===== src/rtl/ov_fifo_reader.sv =====
// -----------------------------------------------------------------------------
// ov_fifo_reader
//
// Read engine for the AL422B frame FIFO sitting behind the OV7670 camera.
// For every frame announced by the write-side controller it runs the FIFO
// read-pointer reset sequence, then clocks bytes out of the FIFO one at a
// time.  Each byte is offered to the downstream sink on a valid/ready
// handshake.  rclk is held low while a byte waits, so the FIFO output stays
// stable no matter how long the sink stalls.
//
// Parameters
//   H_PIXELS        pixels per line
//   V_LINES         lines per frame
//   BYTES_PER_PIXEL bytes per pixel (1..4)
//   RCLK_HALF       clk_25MHz cycles per rclk half-period (>= 1)
//
// Ports
//   clk_25MHz       in   system clock
//   rst_n           in   asynchronous active-low reset
//   initialized     in   camera configured; while low everything freezes
//   new_frame       in   FIFO holds a complete frame (sampled in IDLE only)
//   abort           in   single-cycle request to drop the current frame
//   fifo_data[7:0]  in   FIFO DO bus
//   rclk            out  FIFO read clock
//   rrst            out  FIFO read-pointer reset, active-low
//   frame_read      out  high when idle, low while a frame is being read
//   out_valid       out  out_data holds a byte for the sink
//   out_ready       in   sink accepts the byte
//   out_data[7:0]   out  byte to the sink
//   out_last_line   out  qualifies the last byte of each line
//   out_last_frame  out  qualifies the last byte of the frame
//   frame_cnt[7:0]  out  completed frames, wraps 255 -> 0
//
// Build option
//   OV_FIFO_RD_CRLF_EN  when defined, a 0x0D 0x0A trailer follows the last
//                       pixel byte; out_last_frame then marks the 0x0A.
// -----------------------------------------------------------------------------
module ov_fifo_reader #(
  parameter int H_PIXELS        = 320,
  parameter int V_LINES         = 240,
  parameter int BYTES_PER_PIXEL = 2,
  parameter int RCLK_HALF       = 1
) (
  input  logic       clk_25MHz,
  input  logic       rst_n,
  input  logic       initialized,
  input  logic       new_frame,
  input  logic       abort,
  input  logic [7:0] fifo_data,
  output logic       rclk,
  output logic       rrst,
  output logic       frame_read,
  output logic       out_valid,
  input  logic       out_ready,
  output logic [7:0] out_data,
  output logic       out_last_line,
  output logic       out_last_frame,
  output logic [7:0] frame_cnt
);

  localparam int BPL = H_PIXELS * BYTES_PER_PIXEL;
  localparam int BCW = $clog2(BPL + 1);
  localparam int LCW = $clog2(V_LINES + 1);
  localparam int HCW = $clog2(RCLK_HALF + 1);

  localparam logic [BCW-1:0] BYTE_LAST = BCW'(BPL - 1);
  localparam logic [LCW-1:0] LINE_LAST = LCW'(V_LINES - 1);
  localparam logic [HCW-1:0] HALF_LAST = HCW'(RCLK_HALF - 1);

  // Reset sequence has six steps (0..5); step 5 leaves rclk high.
  localparam logic [2:0] STEP_LAST = 3'd5;

  localparam logic [2:0] S_IDLE  = 3'd0;
  localparam logic [2:0] S_RST   = 3'd1;
  localparam logic [2:0] S_LO    = 3'd2;
  localparam logic [2:0] S_WAIT  = 3'd3;
  localparam logic [2:0] S_HI    = 3'd4;
`ifdef OV_FIFO_RD_CRLF_EN
  localparam logic [2:0] S_TRL   = 3'd5;
  localparam logic [2:0] S_TWAIT = 3'd6;
`endif
  localparam logic [2:0] S_DONE  = 3'd7;

  // State and counters
  logic [2:0]     r_state;
  logic [2:0]     r_step;
  logic [HCW-1:0] r_half_cnt;
  logic [BCW-1:0] r_byte_cnt;
  logic [LCW-1:0] r_line_cnt;
`ifdef OV_FIFO_RD_CRLF_EN
  logic           r_trl_idx;
`endif

  // Registered outputs
  logic           r_rclk;
  logic           r_rrst;
  logic           r_frame_read;
  logic           r_out_valid;
  logic [7:0]     r_out_data;
  logic           r_last_line;
  logic           r_last_frame;
  logic [7:0]     r_frame_cnt;

  // Next-state values
  logic [2:0]     w_state_nxt;
  logic [2:0]     w_step_nxt;
  logic [HCW-1:0] w_half_nxt;
  logic [BCW-1:0] w_byte_nxt;
  logic [LCW-1:0] w_line_nxt;
`ifdef OV_FIFO_RD_CRLF_EN
  logic           w_trl_nxt;
`endif
  logic           w_rclk_nxt;
  logic           w_rrst_nxt;
  logic           w_frame_read_nxt;
  logic           w_valid_nxt;
  logic [7:0]     w_data_nxt;
  logic           w_last_line_nxt;
  logic           w_last_frame_nxt;
  logic [7:0]     w_frame_cnt_nxt;

  // Decoded conditions
  logic w_half_last;
  logic w_byte_last;
  logic w_line_last;
  logic w_xfer;

  assign w_half_last = (r_half_cnt == HALF_LAST);
  assign w_byte_last = (r_byte_cnt == BYTE_LAST);
  assign w_line_last = (r_line_cnt == LINE_LAST);
  assign w_xfer      = r_out_valid & out_ready;

  // Next-state logic for the read sequencer and all registered outputs.
  always_comb begin
    w_state_nxt      = r_state;
    w_step_nxt       = r_step;
    w_half_nxt       = r_half_cnt;
    w_byte_nxt       = r_byte_cnt;
    w_line_nxt       = r_line_cnt;
`ifdef OV_FIFO_RD_CRLF_EN
    w_trl_nxt        = r_trl_idx;
`endif
    w_rclk_nxt       = r_rclk;
    w_rrst_nxt       = r_rrst;
    w_frame_read_nxt = r_frame_read;
    w_valid_nxt      = r_out_valid;
    w_data_nxt       = r_out_data;
    w_last_line_nxt  = r_last_line;
    w_last_frame_nxt = r_last_frame;
    w_frame_cnt_nxt  = r_frame_cnt;

    if (!initialized) begin
      // Camera not configured: everything holds its current value.
      w_state_nxt = r_state;
    end else if (abort && (r_state != S_IDLE)) begin
      // Abort wins over everything, including a simultaneous transfer.
      w_state_nxt      = S_IDLE;
      w_valid_nxt      = 1'b0;
      w_rrst_nxt       = 1'b1;
      w_rclk_nxt       = 1'b1;
      w_frame_read_nxt = 1'b1;
      w_last_line_nxt  = 1'b0;
      w_last_frame_nxt = 1'b0;
    end else begin
      case (r_state)
        S_IDLE: begin
          if (new_frame) begin
            // First reset step (rrst low) is applied on the way into RST.
            w_state_nxt      = S_RST;
            w_frame_read_nxt = 1'b0;
            w_step_nxt       = 3'd0;
            w_half_nxt       = {HCW{1'b0}};
            w_byte_nxt       = {BCW{1'b0}};
            w_line_nxt       = {LCW{1'b0}};
            w_rrst_nxt       = 1'b0;
          end else begin
            w_state_nxt = S_IDLE;
          end
        end

        S_RST: begin
          if (w_half_last) begin
            w_half_nxt = {HCW{1'b0}};
            if (r_step == STEP_LAST) begin
              w_state_nxt = S_LO;
              w_rclk_nxt  = 1'b0;
            end else begin
              w_step_nxt = r_step + 3'd1;
              // Output change that belongs to the step being entered.
              case (r_step)
                3'd0:    w_rclk_nxt = 1'b0;
                3'd1:    w_rclk_nxt = 1'b1;  // rising edge with rrst low
                3'd2:    w_rclk_nxt = 1'b0;
                3'd3:    w_rrst_nxt = 1'b1;
                3'd4:    w_rclk_nxt = 1'b1;  // first read edge, loads byte 0
                default: w_rclk_nxt = r_rclk;
              endcase
            end
          end else begin
            w_half_nxt = r_half_cnt + HCW'(1);
          end
        end

        S_LO: begin
          if (w_half_last) begin
            w_half_nxt      = {HCW{1'b0}};
            w_state_nxt     = S_WAIT;
            w_data_nxt      = fifo_data;
            w_valid_nxt     = 1'b1;
            w_last_line_nxt = w_byte_last;
`ifdef OV_FIFO_RD_CRLF_EN
            // With the trailer enabled the frame ends on 0x0A, not here.
            w_last_frame_nxt = 1'b0;
`else
            w_last_frame_nxt = w_byte_last & w_line_last;
`endif
          end else begin
            w_half_nxt = r_half_cnt + HCW'(1);
          end
        end

        S_WAIT: begin
          if (w_xfer) begin
            w_valid_nxt      = 1'b0;
            w_rclk_nxt       = 1'b1;
            w_last_line_nxt  = 1'b0;
            w_last_frame_nxt = 1'b0;
            w_half_nxt       = {HCW{1'b0}};
            if (w_byte_last) begin
              w_byte_nxt = {BCW{1'b0}};
              if (w_line_last) begin
`ifdef OV_FIFO_RD_CRLF_EN
                w_state_nxt = S_TRL;
                w_trl_nxt   = 1'b0;
`else
                w_state_nxt = S_DONE;
`endif
              end else begin
                w_line_nxt  = r_line_cnt + LCW'(1);
                w_state_nxt = S_HI;
              end
            end else begin
              w_byte_nxt  = r_byte_cnt + BCW'(1);
              w_state_nxt = S_HI;
            end
          end else begin
            w_state_nxt = S_WAIT;
          end
        end

        S_HI: begin
          if (w_half_last) begin
            w_half_nxt  = {HCW{1'b0}};
            w_rclk_nxt  = 1'b0;
            w_state_nxt = S_LO;
          end else begin
            w_half_nxt = r_half_cnt + HCW'(1);
          end
        end

`ifdef OV_FIFO_RD_CRLF_EN
        S_TRL: begin
          // Trailer bytes come from constants; rclk stays high throughout.
          w_data_nxt       = 8'h0D;
          w_valid_nxt      = 1'b1;
          w_last_line_nxt  = 1'b0;
          w_last_frame_nxt = 1'b0;
          w_trl_nxt        = 1'b0;
          w_state_nxt      = S_TWAIT;
        end

        S_TWAIT: begin
          if (w_xfer) begin
            if (r_trl_idx == 1'b0) begin
              w_data_nxt       = 8'h0A;
              w_last_frame_nxt = 1'b1;
              w_trl_nxt        = 1'b1;
            end else begin
              w_valid_nxt      = 1'b0;
              w_last_frame_nxt = 1'b0;
              w_state_nxt      = S_DONE;
            end
          end else begin
            w_state_nxt = S_TWAIT;
          end
        end
`endif

        S_DONE: begin
          w_frame_read_nxt = 1'b1;
          w_frame_cnt_nxt  = r_frame_cnt + 8'd1;
          w_state_nxt      = S_IDLE;
        end

        default: begin
          // Unreachable encoding: return to a safe idle condition.
          w_state_nxt      = S_IDLE;
          w_valid_nxt      = 1'b0;
          w_rclk_nxt       = 1'b1;
          w_rrst_nxt       = 1'b1;
          w_frame_read_nxt = 1'b1;
          w_last_line_nxt  = 1'b0;
          w_last_frame_nxt = 1'b0;
        end
      endcase
    end
  end

  // State, counter and output registers with asynchronous reset.
  always_ff @(posedge clk_25MHz or negedge rst_n) begin
    if (!rst_n) begin
      r_state      <= S_IDLE;
      r_step       <= 3'd0;
      r_half_cnt   <= {HCW{1'b0}};
      r_byte_cnt   <= {BCW{1'b0}};
      r_line_cnt   <= {LCW{1'b0}};
`ifdef OV_FIFO_RD_CRLF_EN
      r_trl_idx    <= 1'b0;
`endif
      r_rclk       <= 1'b1;
      r_rrst       <= 1'b1;
      r_frame_read <= 1'b1;
      r_out_valid  <= 1'b0;
      r_out_data   <= 8'h00;
      r_last_line  <= 1'b0;
      r_last_frame <= 1'b0;
      r_frame_cnt  <= 8'h00;
    end else begin
      r_state      <= w_state_nxt;
      r_step       <= w_step_nxt;
      r_half_cnt   <= w_half_nxt;
      r_byte_cnt   <= w_byte_nxt;
      r_line_cnt   <= w_line_nxt;
`ifdef OV_FIFO_RD_CRLF_EN
      r_trl_idx    <= w_trl_nxt;
`endif
      r_rclk       <= w_rclk_nxt;
      r_rrst       <= w_rrst_nxt;
      r_frame_read <= w_frame_read_nxt;
      r_out_valid  <= w_valid_nxt;
      r_out_data   <= w_data_nxt;
      r_last_line  <= w_last_line_nxt;
      r_last_frame <= w_last_frame_nxt;
      r_frame_cnt  <= w_frame_cnt_nxt;
    end
  end

  assign rclk           = r_rclk;
  assign rrst           = r_rrst;
  assign frame_read     = r_frame_read;
  assign out_valid      = r_out_valid;
  assign out_data       = r_out_data;
  assign out_last_line  = r_last_line;
  assign out_last_frame = r_last_frame;
  assign frame_cnt      = r_frame_cnt;

endmodule


===== config.mk =====
export PLATFORM = sky130hd
export DESIGN_NAME = ov_fifo_reader
export DESIGN_NICKNAME = d
export VERILOG_FILES = /design/src/rtl/ov_fifo_reader.sv
export SDC_FILE = /design/constraint.sdc
export NUM_CORES = 1
export LEC_CHECK = 0
export CORE_UTILIZATION = 52
export CTS_CLUSTER_SIZE = 25
export DETAILED_ROUTE_END_ITERATION = 12
export GPL_TIMING_DRIVEN = 0
export PLACE_DENSITY = 0.77
export SLEW_MARGIN = 20
export SYNTH_ARGS = -nofsm -noshare
export SYNTH_HDL_FRONTEND = slang
export SYNTH_SLANG_ARGS = --single-unit

===== constraint.sdc =====
create_clock -name clk_25MHz -period 2.6 [get_ports clk_25MHz]
set_clock_uncertainty 0.15 [all_clocks]
set_input_delay 0.52 -clock clk_25MHz [delete_from_list [all_inputs] [get_ports clk_25MHz]]
set_output_delay 0.52 -clock clk_25MHz [all_outputs]
set_load 0.02 [all_outputs]

==> results of run 1 <==
## layout make-up
cell class / instances / area, µm²
sequential: 46 / 1155
tap: 67 / 83.83
clock buffer: 5 / 68.82
buffer: 12 / 57.56
clock inverter: 3 / 45.04
fill: 391 / 1610
multi-input combinational: 190 / 1281
timing repair buffer: 36 / 365.4
inverter: 15 / 56.30
## cells in the final DEF, fill, tap and decap left out, drive strengths merged, types with 4 or more instances in the layout
master,Yosys,layout
clkbuf,7,12
inv,15,15
ha,8,8
nor2,16,16
nor2b,4,4
or4,6,6
mux2,13,13
a21oi,9,9
nand4,6,6
nand2,19,19
o41ai,4,4
a22o,5,5
xnor2,4,4
nor4,5,5
o31ai,5,5
nand3,12,12
nand2b,5,5
a31oi,5,5
buf,5,7
and3,4,4
clkdlybuf4s50,0,33
nor3,6,6
o21ai,20,20
dfrtp,43,43
## power groups by stage
stage          registers, mW  logic [mW]  clock network, mW
2_1_floorplan           1.09       0.472                  0
3_3_place_gp           0.982       0.914                  0
3_5_place_dp           0.990       0.928                  0
4_1_cts                0.976       0.937              0.558
5_1_grt                0.995        1.03              0.580
6_report               0.975       0.936              0.543
## cell usage after synthesis, types with 2 or more instances
| master | count | area share (%) |
|---|---|---|
| xor2_1 | 3 | 1.0 |
| o21ai_0 | 20 | 3.9 |
| mux2_2 | 13 | 5.7 |
| dfrtp_1 | 43 | 42 |
| and3_1 | 4 | 0.98 |
| nor4_1 | 5 | 1.2 |
| dfstp_2 | 3 | 3.1 |
| nor2b_1 | 4 | 0.98 |
| or3b_2 | 2 | 0.69 |
| mux2i_1 | 2 | 0.79 |
| or4_1 | 6 | 1.8 |
| nor2_1 | 16 | 2.4 |
| o21a_1 | 2 | 0.59 |
| a21oi_1 | 9 | 1.8 |
| nand4_1 | 6 | 1.5 |
| a22o_1 | 5 | 1.7 |
| or3_1 | 3 | 0.74 |
| nand3b_1 | 2 | 0.59 |
| nand3_1 | 12 | 2.4 |
| nand2_1 | 19 | 2.8 |
| nor3_1 | 6 | 1.2 |
| clkbuf_1 | 7 | 1.0 |
| o41ai_1 | 4 | 1.4 |
| buf_2 | 4 | 0.79 |
| nand2b_1 | 5 | 1.2 |
| a21o_1 | 2 | 0.59 |
| a31oi_1 | 5 | 1.2 |
| inv_1 | 15 | 2.2 |
| ha_1 | 8 | 3.9 |
| xnor2_1 | 4 | 1.4 |
| o31ai_1 | 5 | 1.5 |
## state kept, by name (all words and copies together), names as in the netlist, 3 cells and up
name and count:
out_data 8, frame_cnt 8, r_step 3, r_byte_cnt 10, r_state 3, r_line_cnt 8
## per-layer routing
metal	vias up	global-route usage [%]	wire (µm)
li1	1055	-	-
met1	1021	29.67	2508
met2	63	37.21	2544
met3	7	5.556	255
met4	0	8.715	89
met5	-	0	0
## through the flow
step	utilization, %	area [µm²]	power (mW)	hold slack [ns]	setup TNS [ns]
2_1_floorplan	-	2550	1.566	0.07441	0
3_3_place_gp	62.97	2974	1.896	0.3009	-20.10
3_5_place_dp	63.28	2989	1.918	0.3008	0
4_1_cts	65.91	3113	2.471	0.2743	0
5_1_grt	65.91	3113	2.607	0.2841	0
6_report	65.91	3113	2.454	0.2880	0
## kinds of logic after synthesis
logic type                 after synthesis
and+or+nand+nor                         99
AOI/OAI and AO/OA                       61
DFF                                     46
buffers and inverters                   27
muxes                                   15
adders and majority gates                8
xor gates and xnor gates                 7
## worst paths after layout
check                                          startpoint                        end  slack [ns]  depth (start not counted)
worst max-delay path            r_byte_cnt[0]$_DFFE_PN0P_  r_line_cnt[0]$_DFFE_PN0P_        0.20                          7
worst min-delay path                          initialized     r_state[2]$_DFFE_PN0P_        0.29                          2
worst max register to register  r_byte_cnt[0]$_DFFE_PN0P_  r_line_cnt[0]$_DFFE_PN0P_        0.20                          7
worst min register to register           rclk$_DFFE_PN1P_           rclk$_DFFE_PN1P_        0.31                          2
max in group asynchronous                           rst_n     frame_read$_DFFE_PN1P_        1.22                          3
min in group asynchronous                           rst_n   frame_cnt[7]$_DFFE_PN0P_        0.51                          2
==> out/qor_table.md, run 1 <==
| Item | Reported |
| --- | --- |
| Worst setup margin | 0.2006 ns |
| Type of the most critical hold path | in -> reg |
| Number of distinct standard cells referenced by the synthesized netlist | 50 |
| CTS sink cnt | 46 |
| Largest family of logic cells by synthesized area | simple AND/OR/NAND/NOR gates |
| Async set-reset flop share out of synthesis | 100.0% |
| Final HPWL DP | 3902 µm |
| Die width | 72.03 µm |
| Leakage power summed over all cells | 1.300 nW |
| Area inside the core boundary | 4723 µm² |
| Post-synthesis area per instance | 9.696 µm² |
| Multiplexer share of the synthesized area | 6.526% |
| Worst Setup Start Kind | flop |
| Total clock buffers created by CTS | 5 |
| Pins over their slew limit | 0 |
| Register area share after synthesis | 45.29% |
| Clock tree from TritonCTS | done |
| Worst voltage drop across the vdd grid | 0.5029 mV |
| First-iteration detailed-routing DRC count | 97 |
| Number of global-route vias before repair | 2,041 |
| Final Hold Violating Endpoints | 0 |
| Overall Global Routing Usage | 22.86% |
| Worst-path maximum fanout | 10 |
| Critical path buffer and inverter count | 2 |
| Cell area after technology mapping | 2550 µm² |
| Net count of the mapped netlist | 285 |
| Largest net degree at the start of global routing | 32 |
| IO Pins | 36 |
| Gr ovfl total | 0 |
| Fraction of the mapped netlist area in simple logic gates | 21.39% |
| Setup crit end kind | flop |
| Maximum root-to-sink buffer count | 2 |
| Arrival @ worst endpoint | 2.45 ns |
| Clock latency on the worst-skew pair | 0.30 ns |
| Antenna cells | 0 |
| Routed wirelength normalized by instance count | 14.43 µm |
| Area enclosed by the die boundary | 5188 µm² |
| Final weighted congestion in routability-driven placement | 0.8235 |
| Ordered cell list for the critical path | ha_1 > and3_1 > clkbuf_1 > a31oi_1 > buf_2 > nor3_1 > mux2_2 |
| Switching share of power | 35.42% |
| Cell count after placement | 365 |
| Max-Slew Margin vs Limit | 68.87% |
| Hold-fix buffer count after cts | 1 |
| Initial antenna violation count | 0 |
| Post-Synthesis Cells | 263 |
| Number of nets in the finished design | 328 |
| Highest attainable clock frequency | 416.8 MHz |
| Max-capacitance violation count | 0 |
| Antenna viol nets, final | 0 |
| Number of register bits inferred by synthesis | 46 |
| Yosys synthesis warning count | 0 |
| Flop pwr share | 39.7% |
| Dominant register cell in the synthesized netlist | dfrtp_1 |
| WS Path Type | reg -> reg |
| Combinational group share of total power | 38.2% |
| Worst stage delay on the critical path | 0.46 ns |
| Ratio of total power to cell area | 788.2 nW/µm² |
| Via count of the routed design | 2,146 |
| Required time at the worst-slack endpoint | 2.65 ns |
| Number of detailed-route iterations in the first pass | 4 |
| Number of standard-cell rows in the floorplan | 25 |
| Total of endpoints with negative setup slack in the final report | 0 |
| Critical path's top delay family | buffers and inverters |
| Result of the run | complete, no violations |
| CTS root buf | clkbuf_8 |
| Area fraction in compound gates after synthesis | 16.00% |
| Synth Area in XOR/XNOR | 2.404% |
| Internal power contribution | 1.585 mW |
| Time the worst path needs with I/O delays and setup | 2.399 ns |
| EDFF count, synth | 0 |
| Part of the cycle the worst path needs | 92.28% |
| Final wirelength | 5397 µm |
| Initial standard-cell utilization of the core | 53.99% |
| Number of buffers inserted to repair setup after CTS | 0 |
| H-Tree Depth | 2 |
| Number of vias per cell after detailed routing | 5.738 |
| Height of the die | 72.03 µm |
| Fraction of final layout cells with drive strength greater than 1 | 12.38% |
| Clk pin slew, worst setup/hold paths | 0.09 ns |
| RSZ-0062 raised after global routing | false |
| NetSw | 0.8692 mW |
| P&R area growth vs syn | 22.08% |
| Transition at the pin with the smallest max-transition slack | 0.4648 ns |
| Non-filler instance count after layout | 374 |
| Pre-CTS worst setup slack | 0.007326 ns |
| Synthesized-area fraction occupied by adder cells | 3.925% |
| Clock network fraction of design power | 22.1% |
| Total DRC errors in the routed layout | 0 |
| Count of instances resized after the clock tree is built | 0 |
| First-pass GRT wire length | 9273 µm |
| Total of buffers placed on input and output ports | 34 |
| Max stage delay cell, worst path | a31oi_1 |
No activity file was read; power rests on OpenSTA's default activity.
==> run 2: changes to the inputs <==
--- a/config.mk
+++ b/config.mk
@@ -10,7 +10,7 @@
 export DETAILED_ROUTE_END_ITERATION = 12
 export GPL_TIMING_DRIVEN = 0
 export PLACE_DENSITY = 0.77
-export SLEW_MARGIN = 20
+export SLEW_MARGIN = 5
 export SYNTH_ARGS = -nofsm -noshare
 export SYNTH_HDL_FRONTEND = slang
 export SYNTH_SLANG_ARGS = --single-unit
==> constraint.sdc (replaced) <==
create_clock -name clk_25MHz -period 2.88 [get_ports clk_25MHz]
set_clock_uncertainty 0.15 [all_clocks]
set_input_delay 0.432 -clock clk_25MHz [delete_from_list [all_inputs] [get_ports clk_25MHz]]
set_output_delay 0.432 -clock clk_25MHz [all_outputs]
set_load 0.02 [all_outputs]
==> run 2 against run 1 <==
Against the previous run: flip-flop and latch count unchanged; sequential power down 9.7%; worst hold slack worse by 0.084 ns; cell count unchanged; power down 9.9%; sequential share of layout area unchanged; core utilization unchanged; critical path type unchanged; critical endpoint unchanged.
==> out/qor_table.md, run 2 (synthesis gave the netlist of run 1 again) <==
| Item | Reported | vs previous |
| --- | --- | --- |
| Total of buffers placed on input and output ports | 34 | unchanged |
| Number of global-route vias before repair | 2,035 | -0.29% |
| Initial standard-cell utilization of the core | 53.99% | unchanged |
| Antenna viol nets, final | 0 | unchanged |
| P&R area growth vs syn | 22.08% | unchanged |
| Setup crit end kind | flop |  |
| Time the worst path needs with I/O delays and setup | 2.393 ns | -0.006243 ns |
| Total clock buffers created by CTS | 5 | unchanged |
| Total of endpoints with negative setup slack in the final report | 0 | unchanged |
| WS Path Type | reg -> reg |  |
| Hold-fix buffer count after cts | 1 | unchanged |
| Transition at the pin with the smallest max-transition slack | 0.4699 ns | +0.005148 ns |
| Flop pwr share | 39.8% | about the same |
| Antenna cells | 0 | unchanged |
| CTS root buf | clkbuf_8 |  |
| CTS sink cnt | 46 | unchanged |
| Largest net degree at the start of global routing | 33 | +3.1% |
| Worst Setup Start Kind | flop |  |
| Routed wirelength normalized by instance count | 14.18 µm | -1.7% |
| Max-capacitance violation count | 0 | unchanged |
| Final weighted congestion in routability-driven placement | 0.8235 | unchanged |
| Clock network fraction of design power | 22.0% | about the same |
| Flip-flop count of the largest register, all copies and words added | 10 | unchanged |
| Startpoint of the lowest-slack hold path | initialized |  |
| Total DRC errors in the routed layout | 0 | unchanged |
| Ratio of total power to cell area | 710.6 nW/µm² | -9.9% |
| First-iteration detailed-routing DRC count | 115 | +19% |
| Arrival @ worst endpoint | 2.44 ns | about the same |
| Area of placed instances | 2989 µm² | unchanged |
| Most common cell after layout, fill and taps aside | dfrtp_1 |  |
| Max-Slew Margin vs Limit | 68.53% | -0.34 points |
| Leakage power summed over all cells | 1.300 nW | unchanged |
| Clk pin slew, worst setup/hold paths | 0.09 ns | about the same |
| NetSw | 0.7818 mW | -10% |
| Clock tree from TritonCTS | done |  |
| Overall Global Routing Usage | 22.28% | -0.58 points |
| Result of the run | complete, no violations |  |
| Part of the cycle the worst path needs | 83.10% | -9.2 points |
| Combinational group share of total power | 38.2% | about the same |
| Length in cells of the worst reg-to-reg path | 7 | unchanged |
| Required time at the worst-slack endpoint | 2.93 ns | +0.28 ns |
| Final Hold Violating Endpoints | 0 | unchanged |
| H-Tree Depth | 2 | unchanged |
| Worst hold margin | 0.2036 ns | -0.08441 ns |
| RSZ-0062 raised after global routing | false |  |
| Die width | 72.03 µm | unchanged |
| Final HPWL DP | 3892 µm | -0.26% |
| Area inside the core boundary | 4723 µm² | unchanged |
| Number of nets in the finished design | 328 | unchanged |
| Type of the most critical hold path | in -> reg |  |
| Clock latency on the worst-skew pair | 0.30 ns | about the same |
| Top register by number of flip-flops | r_byte_cnt |  |
| Highest attainable clock frequency | 417.9 MHz | +0.26% |
| Number of detailed-route iterations in the first pass | 4 | unchanged |
| Initial antenna violation count | 0 | unchanged |
| Area enclosed by the die boundary | 5188 µm² | unchanged |
| Height of the die | 72.03 µm | unchanged |
| Number of buffers inserted to repair setup after CTS | 0 | unchanged |
| Internal power contribution | 1.430 mW | -9.7% |
| CP Launch Point | r_byte_cnt[0]$_DFFE_PN0P_ |  |
| Count of instances resized after the clock tree is built | 0 | unchanged |
| Post-layout instance area | 3113 µm² | unchanged |
| Via count of the routed design | 2,135 | -0.51% |
| Worst voltage drop across the vdd grid | 0.4570 mV | -9.1% |
| RR Startpoint | r_byte_cnt[0]$_DFFE_PN0P_ |  |
| Worst-path maximum fanout | 10 | unchanged |
| Number of vias per cell after detailed routing | 5.709 | -0.51% |
| Number of standard-cell rows in the floorplan | 25 | unchanged |
| IO Pins | 36 | unchanged |
| Sum of negative setup slack | 0 ns | unchanged |
| Fraction of final layout cells with drive strength greater than 1 | 12.38% | unchanged |
| First-pass GRT wire length | 9101 µm | -1.9% |
| Gr ovfl total | 0 | unchanged |
| Most used cells in the layout excluding fill and tap cells | dfrtp_1, clkdlybuf4s50_1, o21ai_0, nand2_1, nor2_1 |  |
| Switching share of power | 35.34% | -0.080 points |
| Hold path cells | 2 | unchanged |
| Pins over their slew limit | 0 | unchanged |
| Final wirelength | 5305 µm | -1.7% |
| Maximum root-to-sink buffer count | 2 | unchanged |
[run 2: cell counts in the layout (fill, tap and decap cells not counted)]
Identical to the previous run, type by type.
[run 2: cell type report]
cell class	count	area, µm²
repair buffers	36	365.4
flip-flops and latches	46	1155
inverters	15	56.30
plain buffers	12	57.56
fillers	399	1610
multi-input cells	190	1281
well taps	67	83.83
clock inverters	3	45.04
clock buffers	5	68.82
[run 2: final timing paths]
kind | to | slack, ns
setup reg to reg | r_line_cnt[0]$_DFFE_PN0P_ | 0.49
hold / removal | r_state[2]$_DFFE_PN0P_ | 0.20
max in group asynchronous | frame_read$_DFFE_PN1P_ | 1.60
min in group asynchronous | r_step[1]$_DFFE_PN0P_ | 0.43
hold reg to reg | rclk$_DFFE_PN1P_ | 0.32
setup / recovery | r_line_cnt[0]$_DFFE_PN0P_ | 0.49
[run 2: critical path: stages, from the launching register on]
cell	delay (ns)
dfrtp_1	0.42
ha_1	0.23
and3_1	0.19
clkbuf_1	0.18
a31oi_1	0.46
buf_2	0.31
nor3_1	0.09
mux2_2	0.27
[run 2: per-layer routing]
metal / vias up / wire length, µm / GRT usage (%)
met5: - / 0 / 0
met2: 61 / 2531 / 38.05
met1: 1015 / 2442 / 27.92
met3: 11 / 243 / 5.278
met4: 0 / 87 / 7.407
li1: 1048 / - / -
[run 2: power groups by stage]
stage / logic, mW / registers [mW] / clock network [mW]
2_1_floorplan: 0.426 / 0.988 / 0
5_1_grt: 0.929 / 0.897 / 0.518
4_1_cts: 0.845 / 0.881 / 0.498
6_report: 0.845 / 0.880 / 0.487
3_5_place_dp: 0.838 / 0.893 / 0
3_3_place_gp: 0.826 / 0.886 / 0
[run 2: metrics by stage]
step	util [%]	setup slack (ns)	cells	power, mW
detailed placement	63.28	0.3689	365	1.731
floorplan	-	0.8162	263	1.414
finish	65.91	0.4868	374	2.212
CTS	65.91	0.5034	374	2.224
global placement	62.97	-0.1028	364	1.712
global route	65.91	0.3712	374	2.344
==> run 3: changes to the inputs <==
==> constraint.sdc (replaced) <==
create_clock -name clk_25MHz -period 2.3 [get_ports clk_25MHz]
set_clock_uncertainty 0.15 [all_clocks]
set_input_delay 0.345 -clock clk_25MHz [delete_from_list [all_inputs] [get_ports clk_25MHz]]
set_output_delay 0.345 -clock clk_25MHz [all_outputs]
set_load 0.02 [all_outputs]
==> run 3 against run 2 <==
Against the previous run: sequential power rose by 25%; core utilization is 0.21 points higher; via count up 0.94%; count of clock-buffer cells in the layout unchanged; combinational power is 25% higher; cell area is 0.32% higher; setup slack got worse by 0.32 ns; maximum frequency rose by 12%; sequential share of layout area decreased by 0.12 points; critical path depth fell by 1; worst hold slack lost 0.086 ns; clock power is 24% higher; largest cell class unchanged; highest routed layer unchanged.
==> out/qor_table.md, run 3 (synthesis gave the netlist of run 1 again) <==
| Item | Reported | vs previous |
| --- | --- | --- |
| IO Pins | 36 | unchanged |
| Antenna cells | 0 | unchanged |
| Total clock buffers created by CTS | 5 | unchanged |
| Required time at the worst-slack endpoint | 2.34 ns | -0.59 ns |
| Critical path buffer and inverter count | 1 | -1 |
| Area enclosed by the die boundary | 5188 µm² | unchanged |
| Critical path's top delay family | flip-flops |  |
| Ordered cell list for the critical path | ha_1 > and3_2 > a31oi_2 > buf_2 > nor3_1 > mux2_2 |  |
| Gr ovfl total | 0 | unchanged |
| Clk pin slew, worst setup/hold paths | 0.09 ns | about the same |
| Length in cells of the worst reg-to-reg path | 6 | -1 |
| Maximum root-to-sink buffer count | 2 | unchanged |
| Antenna viol nets, final | 0 | unchanged |
| Initial antenna violation count | 0 | unchanged |
| Total of endpoints with negative setup slack in the final report | 0 | unchanged |
| Final Hold Violating Endpoints | 0 | unchanged |
| Utilization of the core after routing | 66.12% | +0.21 points |
| Total of buffers placed on input and output ports | 34 | unchanged |
| Clock latency on the worst-skew pair | 0.30 ns | about the same |
| Startpoint of the lowest-slack hold path | initialized |  |
| Flop-to-flop setup slack | 0.17 ns | -0.32 ns |
| Number of buffers inserted to repair setup after CTS | 0 | unchanged |
| Cell count after placement | 365 | unchanged |
| Worst-path maximum fanout | 10 | unchanged |
| Transition at the pin with the smallest max-transition slack | 0.4215 ns | -0.04845 ns |
| RR Startpoint | r_byte_cnt[0]$_DFFE_PN0P_ |  |
| Time the worst path needs with I/O delays and setup | 2.134 ns | -0.2587 ns |
| Pre-CTS worst setup slack | -0.1241 ns | -0.4930 ns |
| Number of vias per cell after detailed routing | 5.777 | +1.2% |
| Die width | 72.03 µm | unchanged |
| Final HPWL DP | 3892 µm | unchanged |
| Number of nets in the finished design | 327 | -0.30% |
| Worst min-delay path endpoint | r_state[2]$_DFFE_PN0P_ |  |
| Initial standard-cell utilization of the core | 53.99% | unchanged |
| Part of the cycle the worst path needs | 92.80% | +9.7 points |
| Leakage power summed over all cells | 1.300 nW | about the same |
| Pins over their slew limit | 0 | unchanged |
| Area inside the core boundary | 4723 µm² | unchanged |
| Worst setup margin | 0.1655 ns | -0.3213 ns |
| Sum of negative setup slack | 0 ns | unchanged |
| Ratio of total power to cell area | 887.8 nW/µm² | +25% |
| H-Tree Depth | 2 | unchanged |
| Number of detailed-route iterations in the first pass | 4 | unchanged |
| CTS root buf | clkbuf_8 |  |
| Routed wirelength normalized by instance count | 14.26 µm | +0.55% |
| Final wirelength | 5320 µm | +0.28% |
| Top register by number of flip-flops | r_byte_cnt |  |
| WS Path Type | reg -> reg |  |
| Number of standard-cell rows in the floorplan | 25 | unchanged |
| Overall Global Routing Usage | 22.31% | +0.030 points |
| First-iteration detailed-routing DRC count | 134 | +17% |
| Total DRC errors in the routed layout | 0 | unchanged |
| Type of the most critical hold path | in -> reg |  |
| Max stage delay cell, worst path | dfrtp_1 |  |
| Clock tree from TritonCTS | done |  |
| Final weighted congestion in routability-driven placement | 0.8235 | unchanged |
| Non-filler instance count after layout | 373 | -0.27% |
| Worst Setup Start Kind | flop |  |
| P&R area growth vs syn | 22.47% |  |
| Hold path cells | 2 | unchanged |
| Fraction of final layout cells with drive strength greater than 1 | 13.40% | +1.0 points |
| Height of the die | 72.03 µm | unchanged |
| Most used cells in the layout excluding fill and tap cells | dfrtp_1, clkdlybuf4s50_1, o21ai_0, nand2_1, nor2_1 |  |
| Most common cell after layout, fill and taps aside | dfrtp_1 |  |
| Arrival @ worst endpoint | 2.18 ns | -0.26 ns |
| Final Power | 2.773 mW | +25% |
| First-pass GRT wire length | 9114 µm | +0.14% |
| CTS sink cnt | 46 | unchanged |
| Setup crit end kind | flop |  |
| Max-capacitance violation count | 0 | unchanged |
| Highest attainable clock frequency | 468.5 MHz | +12% |
| Number of global-route vias before repair | 2,035 | unchanged |
| Flip-flop count of the largest register, all copies and words added | 10 | unchanged |
| Worst voltage drop across the vdd grid | 0.5735 mV | +26% |
| Reg-to-Reg End | r_line_cnt[0]$_DFFE_PN0P_ |  |
| Max-Slew Margin vs Limit | 71.90% | +3.4 points |
| Result of the run | complete, no violations |  |
| RSZ-0062 raised after global routing | false |  |
| Largest net degree at the start of global routing | 33 | unchanged |
| Via count of the routed design | 2,155 | +0.94% |
| Worst stage delay on the critical path | 0.42 ns | -0.04 ns |
-- run 3: how the worst max path moves through the flow --
stage / startpoint / endpoint / cells after the start / slack [ns]
detailed placement: abort / r_line_cnt[3]$_DFFE_PN0P_ / 6 / -0.12
global placement: rst_n / out_data[1]$_DFFE_PN0P_ / 1 / -0.60
floorplan: r_byte_cnt[0]$_DFFE_PN0P_ / r_line_cnt[0]$_DFFE_PN0P_ / 7 / 0.24
global route: r_state[1]$_DFFE_PN0P_ / r_line_cnt[0]$_DFFE_PN0P_ / 6 / 0.03
CTS: r_byte_cnt[1]$_DFFE_PN0P_ / r_line_cnt[3]$_DFFE_PN0P_ / 7 / 0.03
finish: r_byte_cnt[0]$_DFFE_PN0P_ / r_line_cnt[0]$_DFFE_PN0P_ / 6 / 0.17
-- run 3: metal layers --
metal  vias up  global-route usage (%)  wire (µm)
li1       1049                       -          -
met1      1025                   28.01       2426
met2        70                   38.05       2510
met3        11                   5.278        286
met4         0                   7.407         96
met5         -                       0          0
-- run 3: what timing repair did --
item	4_1_cts	5_1_grt
endpoints found under the hold margin	12	0
endpoints found under the setup margin	3	8
pin swaps	0	0
gates resized for setup	1	2
hold buffers	1	0
-- run 3: final cells by class --
| cell class | instances | area (µm²) |
|---|---|---|
| inverter | 15 | 56.30 |
| tap | 67 | 83.83 |
| fill | 398 | 1600 |
| multi-input combinational | 190 | 1295 |
| sequential | 46 | 1155 |
| clock buffer | 5 | 68.82 |
| timing repair buffer | 36 | 365.4 |
| buffer | 11 | 53.80 |
| clock inverter | 3 | 45.04 |
-- run 3: worst register-to-register path, stage by stage, from the launching register on --
cell and delay (ns):
dfrtp_1 0.42, ha_1 0.23, and3_2 0.28, a31oi_2 0.32, buf_2 0.28, nor3_1 0.09, mux2_2 0.27
-- run 3: metrics by stage --
stage          hold WS [ns]  cell area [µm²]
3_3_place_gp         0.3009             2974
5_1_grt              0.1131             3123
4_1_cts              0.1033             3119
2_1_floorplan       -0.1006             2550
6_report             0.1173             3123
3_5_place_dp         0.1378             2989
-- run 3: where the power goes --
part / switching, mW / internal (mW)
Combinational: 0.582 / 0.482
Clock: 0.283 / 0.323
Sequential: 0.114 / 0.988
Total: 0.979 / 1.79
